$ cat config.mk
export PLATFORM = sky130hd
export DESIGN_NAME = flag_writer_flat
export DESIGN_NICKNAME = d
export VERILOG_FILES = /design/src/rtl/flag_writer_if.sv /design/src/rtl/flag_writer.sv /design/src/flat_wrapper.sv
export SDC_FILE = /design/constraint.sdc
export NUM_CORES = 1
export LEC_CHECK = 0
export ABC_CLOCK_PERIOD_IN_PS = 2000
export CAP_MARGIN = 30
export CORE_MARGIN = 2
export CORE_UTILIZATION = 40
export CTS_CLUSTER_SIZE = 14
export DETAILED_ROUTE_END_ITERATION = 10
export PLACE_DENSITY = 0.67
export SYNTH_ARGS = -nofsm -noshare
export SYNTH_HDL_FRONTEND = slang
export SYNTH_SLANG_ARGS = --single-unit
$ cat constraint.sdc
create_clock -name clk -period 2 [get_ports clk]
set_clock_uncertainty 0.15 [all_clocks]
set_input_delay 0.4 -clock clk [delete_from_list [all_inputs] [get_ports clk]]
set_output_delay 0.4 -clock clk [all_outputs]
set_load 0.1 [all_outputs]
$ cat src/rtl/flag_writer_if.sv
// Update-request channel between the hash-table update logic and flag_writer.
// A request transfers on a rising edge where req_valid_i && req_ready_o and clear_i is low; the requester holds op/adr/slot stable while req_valid_i is high, and resp_valid_o is a one-cycle completion pulse with no backpressure.
interface flag_writer_if #(
  parameter int SIZE        = 10,
  parameter int BUCKET_SIZE = 4,
  parameter int SLOT_W      = (BUCKET_SIZE > 1) ? $clog2(BUCKET_SIZE) : 1
);
  logic              req_valid_i;
  logic              req_ready_o;
  logic              req_op_i;
  logic [SIZE-1:0]   req_adr_i;
  logic [SLOT_W-1:0] req_slot_i;
  logic              resp_valid_o;
  logic              resp_err_o;

  modport master (
    output req_valid_i, req_op_i, req_adr_i, req_slot_i,
    input  req_ready_o, resp_valid_o, resp_err_o
  );

  modport slave (
    input  req_valid_i, req_op_i, req_adr_i, req_slot_i,
    output req_ready_o, resp_valid_o, resp_err_o
  );
endinterface

$ cat src/rtl/flag_writer.sv
// Write-side controller for the bucket valid-flag memory: read-modify-write of
// single slot flags, plus a full zeroing sweep after reset or on clear_i.
module flag_writer #(
  parameter int SIZE        = 10,
  parameter int BUCKET_SIZE = 4,
  parameter int SLOT_W      = (BUCKET_SIZE > 1) ? $clog2(BUCKET_SIZE) : 1
) (
  input  logic                   clk,
  input  logic                   reset,
  input  logic                   clear_i,
  flag_writer_if.slave           req_if,
  output logic [SIZE-1:0]        rd_adr_o,
  input  logic [BUCKET_SIZE-1:0] rd_flag_i,
  output logic [SIZE-1:0]        write_adr_o,
  output logic                   write_en_o,
  output logic [BUCKET_SIZE-1:0] write_is_valid_o,
  output logic                   init_done_o,
  output logic [2:0]             dbg_state_o
);

  typedef enum logic [2:0] {
    CLEAR  = 3'd0,
    IDLE   = 3'd1,
    READ   = 3'd2,
    MODIFY = 3'd3,
    WRITE  = 3'd4
  } state_e;

  state_e                 state_q, state_d;
  logic [SIZE-1:0]        cnt_q, cnt_d;
  logic                   op_q, op_d;
  logic [SIZE-1:0]        adr_q, adr_d;
  logic [SLOT_W-1:0]      slot_q, slot_d;
  logic                   req_ready_q, req_ready_d;
  logic [SIZE-1:0]        rd_adr_q, rd_adr_d;
  logic [SIZE-1:0]        write_adr_q, write_adr_d;
  logic                   write_en_q, write_en_d;
  logic [BUCKET_SIZE-1:0] write_data_q, write_data_d;
  logic                   resp_valid_q, resp_valid_d;
  logic                   resp_err_q, resp_err_d;
  logic                   init_done_q, init_done_d;

  logic [BUCKET_SIZE-1:0] mask;
  logic [BUCKET_SIZE-1:0] new_flags;
  logic                   hit;
  logic                   slot_bad;
  logic                   err;

  always_comb begin
    mask      = BUCKET_SIZE'(1) << slot_q;
    hit       = |(rd_flag_i & mask);
    slot_bad  = (32'(slot_q) >= 32'(BUCKET_SIZE));
    new_flags = op_q ? (rd_flag_i & ~mask) : (rd_flag_i | mask);
    err       = slot_bad | (op_q ? ~hit : hit);
  end

  always_comb begin
    state_d      = state_q;
    cnt_d        = cnt_q;
    op_d         = op_q;
    adr_d        = adr_q;
    slot_d       = slot_q;
    req_ready_d  = req_ready_q;
    rd_adr_d     = rd_adr_q;
    write_adr_d  = write_adr_q;
    write_en_d   = 1'b0;
    write_data_d = write_data_q;
    resp_valid_d = 1'b0;
    resp_err_d   = 1'b0;
    init_done_d  = init_done_q;

    case (state_q)
      CLEAR: begin
        // Outputs are registered, so the sweep ends once the last address is on the write port.
        if (write_en_q && (&write_adr_q)) begin
          state_d     = IDLE;
          init_done_d = 1'b1;
          req_ready_d = 1'b1;
        end else begin
          write_en_d   = 1'b1;
          write_adr_d  = cnt_q;
          write_data_d = '0;
          cnt_d        = cnt_q + 1'b1;
        end
      end
      IDLE: begin
        if (clear_i) begin
          state_d     = CLEAR;
          cnt_d       = '0;
          req_ready_d = 1'b0;
          init_done_d = 1'b0;
        end else if (req_if.req_valid_i && req_ready_q) begin
          state_d     = READ;
          op_d        = req_if.req_op_i;
          adr_d       = req_if.req_adr_i;
          slot_d      = req_if.req_slot_i;
          rd_adr_d    = req_if.req_adr_i;
          req_ready_d = 1'b0;
        end
      end
      READ: begin
        state_d = MODIFY;
      end
      MODIFY: begin
        state_d      = WRITE;
        write_en_d   = ~err;
        write_adr_d  = adr_q;
        write_data_d = new_flags;
        resp_valid_d = 1'b1;
        resp_err_d   = err;
      end
      WRITE: begin
        state_d     = IDLE;
        req_ready_d = 1'b1;
      end
      default: begin
        state_d     = CLEAR;
        cnt_d       = '0;
        req_ready_d = 1'b0;
        init_done_d = 1'b0;
      end
    endcase
  end

  always_ff @(posedge clk) begin
    if (reset) begin
      state_q      <= CLEAR;
      cnt_q        <= '0;
      op_q         <= 1'b0;
      adr_q        <= '0;
      slot_q       <= '0;
      req_ready_q  <= 1'b0;
      rd_adr_q     <= '0;
      write_adr_q  <= '0;
      write_en_q   <= 1'b0;
      write_data_q <= '0;
      resp_valid_q <= 1'b0;
      resp_err_q   <= 1'b0;
      init_done_q  <= 1'b0;
    end else begin
      state_q      <= state_d;
      cnt_q        <= cnt_d;
      op_q         <= op_d;
      adr_q        <= adr_d;
      slot_q       <= slot_d;
      req_ready_q  <= req_ready_d;
      rd_adr_q     <= rd_adr_d;
      write_adr_q  <= write_adr_d;
      write_en_q   <= write_en_d;
      write_data_q <= write_data_d;
      resp_valid_q <= resp_valid_d;
      resp_err_q   <= resp_err_d;
      init_done_q  <= init_done_d;
    end
  end

  assign req_if.req_ready_o  = req_ready_q;
  assign req_if.resp_valid_o = resp_valid_q;
  assign req_if.resp_err_o   = resp_err_q;
  assign rd_adr_o            = rd_adr_q;
  assign write_adr_o         = write_adr_q;
  assign write_en_o          = write_en_q;
  assign write_is_valid_o    = write_data_q;
  assign init_done_o         = init_done_q;
  assign dbg_state_o         = state_q;

endmodule

$ cat src/flat_wrapper.sv
// flat-port wrapper written by rule: the top's interface ports become plain ports
module flag_writer_flat 
#(
  parameter int SIZE        = 10,
  parameter int BUCKET_SIZE = 4,
  parameter int SLOT_W      = (BUCKET_SIZE > 1) ? $clog2(BUCKET_SIZE) : 1
)
  (clk, reset, clear_i, rd_adr_o, rd_flag_i, write_adr_o, write_en_o, write_is_valid_o, init_done_o, dbg_state_o, req_if_req_valid_i, req_if_req_op_i, req_if_req_adr_i, req_if_req_slot_i, req_if_req_ready_o, req_if_resp_valid_o, req_if_resp_err_o);
  flag_writer_if #(.SIZE(SIZE), .BUCKET_SIZE(BUCKET_SIZE), .SLOT_W(SLOT_W)) req_if_i ();
  input  logic clk;
  input  logic reset;
  input  logic clear_i;
  output logic [SIZE-1:0] rd_adr_o;
  input  logic [BUCKET_SIZE-1:0] rd_flag_i;
  output logic [SIZE-1:0] write_adr_o;
  output logic write_en_o;
  output logic [BUCKET_SIZE-1:0] write_is_valid_o;
  output logic init_done_o;
  output logic [2:0] dbg_state_o;
  input wire logic [$bits(req_if_i.req_valid_i)-1:0] req_if_req_valid_i;
  input wire logic [$bits(req_if_i.req_op_i)-1:0] req_if_req_op_i;
  input wire logic [$bits(req_if_i.req_adr_i)-1:0] req_if_req_adr_i;
  input wire logic [$bits(req_if_i.req_slot_i)-1:0] req_if_req_slot_i;
  output wire logic [$bits(req_if_i.req_ready_o)-1:0] req_if_req_ready_o;
  output wire logic [$bits(req_if_i.resp_valid_o)-1:0] req_if_resp_valid_o;
  output wire logic [$bits(req_if_i.resp_err_o)-1:0] req_if_resp_err_o;
  assign req_if_i.req_valid_i = req_if_req_valid_i;
  assign req_if_i.req_op_i = req_if_req_op_i;
  assign req_if_i.req_adr_i = req_if_req_adr_i;
  assign req_if_i.req_slot_i = req_if_req_slot_i;
  assign req_if_req_ready_o = req_if_i.req_ready_o;
  assign req_if_resp_valid_o = req_if_i.resp_valid_o;
  assign req_if_resp_err_o = req_if_i.resp_err_o;
  flag_writer #(.SIZE(SIZE), .BUCKET_SIZE(BUCKET_SIZE), .SLOT_W(SLOT_W)) u_core (.clk(clk), .reset(reset), .clear_i(clear_i), .req_if(req_if_i), .rd_adr_o(rd_adr_o), .rd_flag_i(rd_flag_i), .write_adr_o(write_adr_o), .write_en_o(write_en_o), .write_is_valid_o(write_is_valid_o), .init_done_o(init_done_o), .dbg_state_o(dbg_state_o));
endmodule
Word level (Yosys, flattened, before mapping)
Index checks and enable logic that the tools add are counted.
- register bits after elaboration: 45
- input port bits: 21
- output and inout bits: 32
- word-level logic and storage cells: 69
- add/subtract/negate cells: 1
- equality and inequality tests: 8
- shift-type cells: 1
- muxes and demuxes: 22
- bitwise gates (word level): 10
- reduce and logical (&&, ||, !) cells: 15
- operator list (kind ; count):
    2-to-1 mux 10 bit ; 3
    one-hot mux 10 bit (3 select lines) ; 1
    one-hot mux 10 bit (2 select lines) ; 1
    one-hot mux 3 bit (5 select lines) ; 1
    AND reduction 3 bit ; 4
    adder 10 x 1 -> 10 bit (second input constant) ; 1
    AND reduction 10 bit ; 1
    2-to-1 mux 3 bit ; 3
    bitwise AND 4 bit ; 2
    2-to-1 mux 4 bit ; 2
    one-hot mux 4 bit (2 select lines) ; 1
    2-to-1 mux 1 bit ; 7
    equality test 3 x 2 -> 1 bit (second input constant) ; 2
    inverter 1 bit ; 6
    != test 2 bit (second input constant) ; 2
    inverter 4 bit ; 1
    OR 4 bit ; 1
    one-hot mux 1 bit (4 select lines) ; 1
    AND reduction 2 bit ; 2
    OR reduction 2 bit ; 2
    OR reduction 4 bit ; 1
    left shift 1 x 2 -> 4 bit (first input constant) ; 1
    equality test 3 x 1 -> 1 bit (second input constant) ; 1
    equality test 3 bit (second input constant) ; 1
    other kinds (8) ; 9

Logic depth before layout (Yosys ltp)
- word-level depth: 7
- depth in mapped cells: 7
- depth with buffers taken out: 4

Least setup slack after synthesis
Ideal clock, no wire load.
- path kind: register to register
- start: register u_core.write_adr_q[1], in the netlist u_core.write_adr_o[1]
- end: register u_core.req_ready_q, in the netlist u_core.req_if.req_ready_o
- library setup time: 117 ps
- arrival: 2374 ps
- required time: 1733 ps
- setup slack: -641 ps
- stages on the path, launching flop included: 6
- path buffers: 1
- period minus slack after synthesis: 2641 ps
- cell sequence: dfxtp_1 > nand4_1 > o31ai_4 > buf_6 > o21ai_0 > a32o_1
- longest elaborated chain between the ends: 4
- RTL lines (what ; line ; RTL):
    start: declaration ; flag_writer.sv:36 ; logic [SIZE-1:0] write_adr_q, write_adr_d;
    start signal: assignment ; flag_writer.sv:148 ; write_adr_q <= write_adr_d;
    AND reduction 10 bit ; flag_writer.sv:75 ; if (write_en_q && (&write_adr_q)) begin
    logical AND 1 bit ; flag_writer.sv:75 ;
    != test 2 x 1 -> 1 bit (no line) ; n/a ;
    AND reduction 3 bit (no line) ; n/a ;
    end signal: assignment ; flag_writer.sv:146 ; req_ready_q <= req_ready_d;
    end: declaration ; flag_writer.sv:34 ; logic req_ready_q, req_ready_d;
No other way between the ends.
A chain may end at the register's enable or synchronous reset.

Worst setup path after layout
- start: input port clear_i
- end: register u_core.cnt_q[3]
- longest elaborated chain between the ends: 2
- RTL lines (what ; line ; RTL):
    start: declaration ; flat_wrapper.sv:12 ; input logic clear_i;
    != test 2 bit (no line) ; n/a ;
    AND reduction 3 bit (no line) ; n/a ;
    end signal: assignment ; flag_writer.sv:142 ; cnt_q <= cnt_d;
    end: declaration ; flag_writer.sv:30 ; logic [SIZE-1:0] cnt_q, cnt_d;
No other way between the ends.

==> metrics.md <==
| Metric | Value |
|---|---|
| FP Rows | `26` |
| # IOs | `53` |
| Post-route design area | `approximately 0.0032 mm2` |
| Clock-pin slew on the worst setup and hold paths | `0.08 ns` |
| Max_cap viols | `0` |
| H-tree depth | `2` |
| Max Slew Vio Count | `0` |
| Max IR drop VDD | `0.308 mV` |
| Clock Latency Late Sink | `around 0.29 ns` |
| CP delay by family, top | `simple AND/OR/NAND/NOR gates` |
| Max Clk Rate | `between 500 and 600 MHz` |
| CTS Root Cell | `clkbuf_8` |
| Post-synthesis sequential area ratio | `42.5%` |
| DP Worst Slack | `-0.105 ns` |
| Num CTS Buffers | `5` |
| Count leader, synth | `dfxtp_1` |
| Total Nets Final | `308` |
| DP Area | `0.00311 mm2` |
| Residual DRC count | `0` |
| Drt first pass iters | `5` |
| RSZ-0062 raised after global routing | `no` |
| Final-report hold violation count | `0` |
| Area of the core | `0.00511 mm2` |
| CTS tree | `done` |
| Initial antenna violation count | `0` |
| Routability congestion estimate | `0.842` |
| Crit share post-route | `between 90 and 100%` |
| Final setup viols | `0` |
| Dpl cells | `349` |
| Iteration-0 DRC Markers | `117` |
| Synth top area share | `42.5%` |
| Max_slew headroom | `63.9%` |
| Global-route wire length before repair | `approximately 9000 um` |
| Die ar. | `0.00590 mm2` |
| Hold-fix buffers at CTS | `0` |
| Pin count of the biggest net entering global routing | `29` |
| Resize count post-CTS | `0` |
| Final Non-Filler Cells | `357` |
| CP startpoint kind | `primary input` |
| TritonCTS Sinks | `45` |
| Worst Path Required | `a little over 2 ns` |
| Buf/Inv on CP | `1` |
| Critical path cell sequence | `clkdlybuf4s50_1 > nor2b_4 > o31a_1 > or4_1 > a21oi_1` |
| GRT Resource Usage Total | `18.8%` |
| Crit path max fanout | `3` |
| Vias after detailed routing | `a little under 2,000` |
| Layout area overhead | `52.1%` |
| Die Span Y | `76.8 um` |
| Netlist cell types | `46` |
| N_diodes | `0` |
| DR WL/cell | `14.5 um` |
| Synth area leaders | `dfxtp_1, mux2i_1, nor2_1` |
| Ys Warns | `0` |
| Seq cells post-synth | `45` |
| Via-to-Cell Ratio | `5.41` |
| Primary FF master, synth | `dfxtp_1` |
| Wirelength, routed | `roughly 5200 um` |
| Total gr overflow | `0` |
| Tmin final | `1.84 ns` |
| Post-Syn Area | `0.00212 mm2` |
| Avg Inst Size Synth | `just over 9 um2` |
| Mapped Cells | `230` |
| Min Hold Slack | `0.358 ns` |
| CP max stage delay | `0.51 ns` |
| Leakage | `1.29 nW` |
| CTS max path bufs | `2` |
| Worst-Margin Slew | `0.542 ns` |
| Worst EP arrival | `1.91 ns` |
| CP max-delay cell | `clkdlybuf4s50_1` |
| Cell taking the most area after synthesis | `dfxtp_1` |
| Number of setup buffers added after CTS | `0` |
| Crit path kind | `primary input to register` |
| Post-Syn Nets | `about 250` |
| # fillers | `442` |
| Die width | `76.8 um` |
| Outcome | `completed` |
| Port buffer count | `52` |
| Share of cells above drive strength 1 | `25.8%` |
| DP Wirelength | `approximately 3800 um` |
| FFs w/ async S/R, synth | `0%` |
| Number of global-route vias before repair | `1,832` |
| Setup crit end kind | `register` |
| Initial Util | `slightly above 40%` |
| Antenna-violating nets left | `0` |
| Cell Pwr Density | `535 mW/mm2` |
| Commonest cells in the netlist | `dfxtp_1, nor2_1, mux2i_1` |
| Post-synth EDFFs | `0` |
| Worst hold path type | `register to register` |
| Worst setup margin | `around 0.16 ns` |
-- final cells by class --
class / count / area, um2 / area share, %
Inverter: 4 / 15.0 / 0.465
Tap cell: 70 / 87.6 / 2.71
Clock buffer: 5 / 68.8 / 2.13
Sequential cell: 45 / 955 / 29.6
Multi-Input combinational cell: 168 / 1130 / 35.1
Timing Repair Buffer: 62 / 928 / 28.8
Clock inverter: 3 / 41.3 / 1.28
-- cells in the final DEF (no fill, tap or decap), types with 3 or more instances in the layout --
| cell type | n |
|---|---|
| a211oi_1 | 8 |
| a21oi_1 | 12 |
| a311oi_1 | 5 |
| a31oi_1 | 3 |
| a41oi_1 | 3 |
| and2_1 | 3 |
| and3_1 | 8 |
| and4_1 | 3 |
| buf_12 | 33 |
| buf_4 | 9 |
| clkbuf_8 | 5 |
| clkdlybuf4s50_1 | 20 |
| dfxtp_1 | 30 |
| dfxtp_4 | 14 |
| inv_1 | 4 |
| mux2i_1 | 24 |
| nand2_1 | 10 |
| nand3_1 | 11 |
| nand4_1 | 6 |
| nor2_1 | 30 |
| nor3_1 | 7 |
| o21ai_0 | 6 |
-- flip-flops by register name, summed over array words and instances, names as in the netlist, 2 cells and up --
name                     count
u_core.slot_q                2
u_core.write_is_valid_o      4
u_core.write_adr_o          10
u_core.cnt_q                10
u_core.dbg_state_o           3
u_core.adr_q                10
-- stage by stage --
| step | total power (W) | util [%] | setup TNS (ns) |
|---|---|---|---|
| after floorplan | 0.000989 | - | -0.0776 |
| after global placement | 0.00107 | 60.9 | -0.215 |
| after detailed placement | 0.00107 | 60.9 | -0.409 |
| after CTS | 0.00174 | 63.1 | 0 |
| after global routing | 0.00179 | 63.2 | 0 |
| final | 0.00173 | 63.2 | 0 |
-- cell families (layout without fill, tap and decap cells) --
logic type	count (synthesis)	in the layout	synth area share [%]
AO/OA/AOI/OAI	49	49	16.7
XOR/XNOR	1	1	0.413
adder cells (fa/ha/maj)	1	1	0.590
buffers and inverters	17	74	4.48
flip-flops	45	45	42.5
multiplexers	26	26	12.9
AND/OR/NAND/NOR	91	91	22.5
-- worst register-to-register path, delay by kind of cell (launching register included) --
kind            cells  cell delay [ns]
compound gates      2             0.39
buf+inv             1             0.26
flops               1             0.38
mux                 1             0.25
simple gates        1             0.23
-- power breakdown --
part	total (W)	internal, W	switching (W)
sequential	0.000904	0.000889	0.0000144
combinational	0.000142	0.0000712	0.0000703
clock	0.000681	0.000368	0.000313
-- worst paths after layout --
check / from / to / slack [ns] / depth (start not counted)
max: clear_i / u_core.cnt_q[3] / 0.16 / 5
min: u_core.write_is_valid_o[3] / u_core.write_is_valid_o[3] / 0.36 / 2
max reg2reg: u_core.write_adr_o[9] / u_core.write_adr_o[3] / 0.21 / 5
min reg2reg: u_core.write_is_valid_o[3] / u_core.write_is_valid_o[3] / 0.36 / 2
-- metal layers --
metal	global-route usage, %	routed length [um]
met4	5.45	58
met1	27.0	2480
met5	0	0
met3	3.53	264
met2	28.7	2370
No activity file was read; power rests on OpenSTA's default activity.
